$ cat config.mk
export PLATFORM = sky130hd
export DESIGN_NAME = fetch_ctrl
export DESIGN_NICKNAME = d
export VERILOG_FILES = /design/src/rtl/fetch_ctrl.sv
export SDC_FILE = /design/constraint.sdc
export NUM_CORES = 1
export LEC_CHECK = 0
export ABC_CLOCK_PERIOD_IN_PS = 2050
export CAP_MARGIN = 30
export CORE_MARGIN = 2
export CORE_UTILIZATION = 32
export CTS_CLUSTER_SIZE = 14
export DETAILED_ROUTE_END_ITERATION = 16
export GPL_TIMING_DRIVEN = 0
export PLACE_DENSITY = 0.85
export SYNTH_ARGS = -nofsm -noshare
export SYNTH_HDL_FRONTEND = slang
export SYNTH_SLANG_ARGS = --single-unit
$ cat constraint.sdc
create_clock -name clk -period 2.05 [get_ports clk]
set_input_delay 0.41 -clock clk [delete_from_list [all_inputs] [get_ports clk]]
set_output_delay 0.41 -clock clk [all_outputs]
set_load 0.02 [all_outputs]
$ cat src/rtl/fetch_ctrl.sv
// Purpose: instruction fetch sequencer between the PC register and an Avalon-MM instruction port.
// Latency: one FETCH cycle plus one EXEC cycle per instruction when the bus and datapath never stall.
// Backpressure: waitrequest holds FETCH with the request stable; stall holds EXEC and withholds pc_en.
module fetch_ctrl #(
  parameter logic [31:0] RESET_VECTOR = 32'hBFC00000,
  parameter logic [31:0] HALT_ADDR    = 32'h00000000
) (
  input  logic        clk,
  input  logic        reset,
  input  logic [31:0] pc,
  output logic        pc_en,
  output logic [31:0] address,
  output logic        read,
  output logic [3:0]  byteenable,
  input  logic        waitrequest,
  input  logic [31:0] readdata,
  input  logic        stall,
  output logic [31:0] instr,
  output logic        instr_valid,
  output logic        active
);

  typedef enum logic [1:0] {
    IDLE  = 2'd0,
    FETCH = 2'd1,
    EXEC  = 2'd2,
    HALT  = 2'd3
  } state_t;

  state_t state;
  state_t state_nxt;
  logic   capture;
  logic   at_halt;

  // The PC register owns the reset vector; a misaligned value could never be fetched
  // as a whole word, so reject it when the design is elaborated.
  if (RESET_VECTOR[1:0] != 2'b00) begin : g_bad_reset_vector
    $error("fetch_ctrl: RESET_VECTOR must be word aligned");
  end

  // Exact 32-bit match; no masking of low bits.
  assign at_halt = (pc == HALT_ADDR);

  // State register; reset drops straight to IDLE from any state, HALT included.
  always_ff @(posedge clk or negedge reset) begin
    if (!reset) begin
      state <= IDLE;
    end else begin
      state <= state_nxt;
    end
  end

  // Instruction latch: loaded only on the edge that completes a read, cleared by reset
  // so a response that arrives while in reset is never taken.
  always_ff @(posedge clk or negedge reset) begin
    if (!reset) begin
      instr <= 32'h0;
    end else if (capture) begin
      instr <= readdata;
    end
  end

  // Next-state and outputs; all outputs decode from state so reset silences them at once.
  always_comb begin
    state_nxt   = state;
    read        = 1'b0;
    address     = 32'h0;
    byteenable  = 4'h0;
    pc_en       = 1'b0;
    instr_valid = 1'b0;
    active      = 1'b0;
    capture     = 1'b0;
    case (state)
      IDLE: begin
        state_nxt = FETCH;
      end
      FETCH: begin
        active = 1'b1;
        if (at_halt) begin
          state_nxt = HALT;
        end else begin
          // Request stays asserted and stable for as long as the slave stalls.
          read       = 1'b1;
          address    = pc;
          byteenable = 4'hF;
          if (!waitrequest) begin
            capture   = 1'b1;
            state_nxt = EXEC;
          end
        end
      end
      EXEC: begin
        active      = 1'b1;
        instr_valid = 1'b1;
        // The PC advances on the single cycle the datapath accepts the instruction.
        if (!stall) begin
          pc_en     = 1'b1;
          state_nxt = FETCH;
        end
      end
      HALT: begin
        state_nxt = HALT;
      end
      default: begin
        state_nxt = IDLE;
      end
    endcase
  end

endmodule

==> results.txt <==
diodes inserted: 0
Worst VDD drop: 0.0003361 V
Ports: 140
crit share post-route: 1.046
worst path arrival time: 1.73 ns
Final Hold Fails: 0
Rel. slew slack: 0.5061
post-synth top area cell: dfrtp_1
worst r2r src: state[1]
Post-Syn Area: 1679 um2
Final Non-Filler Cells: 367
TritonCTS clock tree: yes
Max Fanout on Critical Path: 5
drc violations: 0
setup ws final: -0.09391 ns
Clock Path Buffers: 2
RSZ-0062 raised after global routing: yes
most common cell after layout, fill and taps aside: clkdlybuf4s50_1
Root Driver: clkbuf_8
Comb pwr share: 0.120
initial antenna violation count: 0
Post-Syn Nets: 208
most frequent cells in the layout: clkdlybuf4s50_1, buf_6, dfrtp_1
Crit. End Element: output pin
worst-case hold slack: 0.1945 ns
Yosys top cell area share: 0.5067
hpwl dp: 3935 um
worst skew pair latency: 0.27 ns
Bufs and invs on worst path: 3
share of the yosys chip area belonging to registers: 0.5067
Fillers: 391
DRT iter0 DRCs: 31
WL final: 5691 um
post-layout minimum cycle time: 2.144 ns
multi-input combinational cell area: 928.4 um2
Lkg Pwr: 1.762 nW
CP most frequent cell: buf_6
Slew Viols, Final: 0
Synth Warn #: 0
status: finished, violations left
# hold bufs at CTS: 0
gr ovfl total: 0
failing checks: setup timing
clk sink count: 34
register bit total from synthesis: 34
pin count of the biggest net entering global routing: 35
critical path class: primary input to output pin
post-route ant nets: 0
cts bufs inserted: 5
clock power share: 0.362
synth unique cells: 21
total track usage: 0.1843
Mapped Cells: 137
Max stage delay on crit path: 0.33 ns
sequential fraction of design power: 0.518
Initial Util: 0.3309
GPL Wtd Cong: 0.7847
pwr dens: 359.8 nW/um2
top cells by area, synth: dfrtp_1, mux2_2, and2_1
area delta synth->final: 114.5%
switch share: 0.2043
Cells after DPL: 346
skew final: 0.004655 ns
Crit path max-delay family: simple AND/OR/NAND/NOR gates
crit path launch type: primary input
Setup crit start: pc[5]
die height: 76.44 um
via count: 1654
DR WL/cell: 15.51 um
share of layout cells above drive strength 1: 0.5657
Internal: 1.031 mW
endpoint required time on the critical path: 1.64 ns
Setup WS pre-CTS: -1.081 ns
fin nets: 369
Mapped Avg Cell Area: 12.26 um2
slew of the pin with the lowest slew margin: 0.7408 ns
via/cell ratio: 4.507
H-tree Lvls: 2
first-pass GRT wire length: 8590 um
Site Rows: 26
clock slew at reported path FFs: 0.06 ns
f_max: 0.4664 GHz
CP max stage cell: o21a_2
Net Switching: 0.2648 mW
vias in the first global route: 1735
IO Port Bufs: 139
crit-path cells: buf_6 > nor4_2 > nand4_1 > o21a_2 > buf_8 > and2_4 > buf_6
Final setup viols: 35
Die ar.: 5842 um2
Die X: 76.44 um
worst hold-check path type: primary input to asynchronous set/reset pin
core area: 5075 um2
FF/Latch Area: 850.8 um2
1st-pass router iterations: 4
max cap viols: 0
state kept, by name (all words and copies together) (netlist names):
register,count
instr,32
state,2
metrics by stage:
stage                     power (mW)  TNS (ns)    util  instance area [um2]
final                          1.296    -2.655  0.7096                 3601
after detailed placement      0.8348    -47.50  0.6213                 3153
after global routing           1.359    -4.849  0.7096                 3601
after CTS                      1.305    -2.010  0.6797                 3450
after floorplan               0.6876         0       -                 1679
after global placement        0.8340    -51.30  0.6223                 3158
per-layer routing:
layer	global-route usage	wire length, um	vias up
li1	-	-	786
met1	0.2201	2210	797
met2	0.3265	3101	62
met3	0.04265	281	9
met4	0.06000	97	0
met5	0	0	-
power groups by stage:
stage / Combinational, mW / Clock (mW) / Sequential (mW)
finish: 0.156 / 0.469 / 0.671
global route: 0.167 / 0.522 / 0.670
CTS: 0.143 / 0.491 / 0.671
detailed placement: 0.151 / 0 / 0.683
global placement: 0.151 / 0 / 0.683
floorplan: 0.00403 / 0 / 0.684
cells by family (layout without fill, tap and decap cells):
family / Yosys count / in the layout / synth area share
simple gates: 49 / 49 / 0.1751
mux: 32 / 32 / 0.2146
flops: 34 / 34 / 0.5067
fa+ha+maj: 3 / 3 / 0.02236
buf+inv: 13 / 172 / 0.05216
compound gates: 6 / 7 / 0.02906
cell usage after synthesis, drive strengths merged:
cell type and count:
a21oi 1, a22o 1, a31oi 1, and2 32
buf 8, clkbuf 2, dfrtp 34, ha 3
inv 3, mux2 32, nand2 2, nand4 2
nor2 3, nor2b 2, nor4 8, o21a 1
o21ai 2
final cells by class:
type	count	area share
Buffer	10	0.03440
Timing Repair Buffer	153	0.4211
Sequential cell	34	0.2363
Multi-Input combinational cell	91	0.2578
Inverter	3	0.003127
Clock buffer	6	0.02293
Tap cell	70	0.02432
what timing repair did:
action / in CTS / in global routing
endpoints found under the setup margin: 69 / 42
buffers inserted: 6 / 5
gates resized for setup: 392 / 31
gates cloned: 4 / 1
pin swaps: 39 / 12
endpoints found under the hold margin: 0 / 0
worst reg2reg max path, stage by stage, from the launching register on:
cell and delay, ns:
dfrtp_1 0.42, inv_1 0.09, ha_1 0.23, nor2b_1 0.25, o21ai_4 0.09, buf_12 0.14, clkbuf_16 0.15, mux2_1 0.30
final timing paths:
kind                            depth (start not counted)    endpoint  slack [ns]
worst max-delay path                                    7  address[7]       -0.09
worst min-delay path                                    1   instr[27]        0.19
worst max register to register                          7   instr[16]        0.27
worst min register to register                          1    instr[0]        0.50
max in group asynchronous                               1    state[1]        1.38
min in group clk                                        1    instr[0]        0.50
Note: power is estimated with default switching activity, not from simulation.
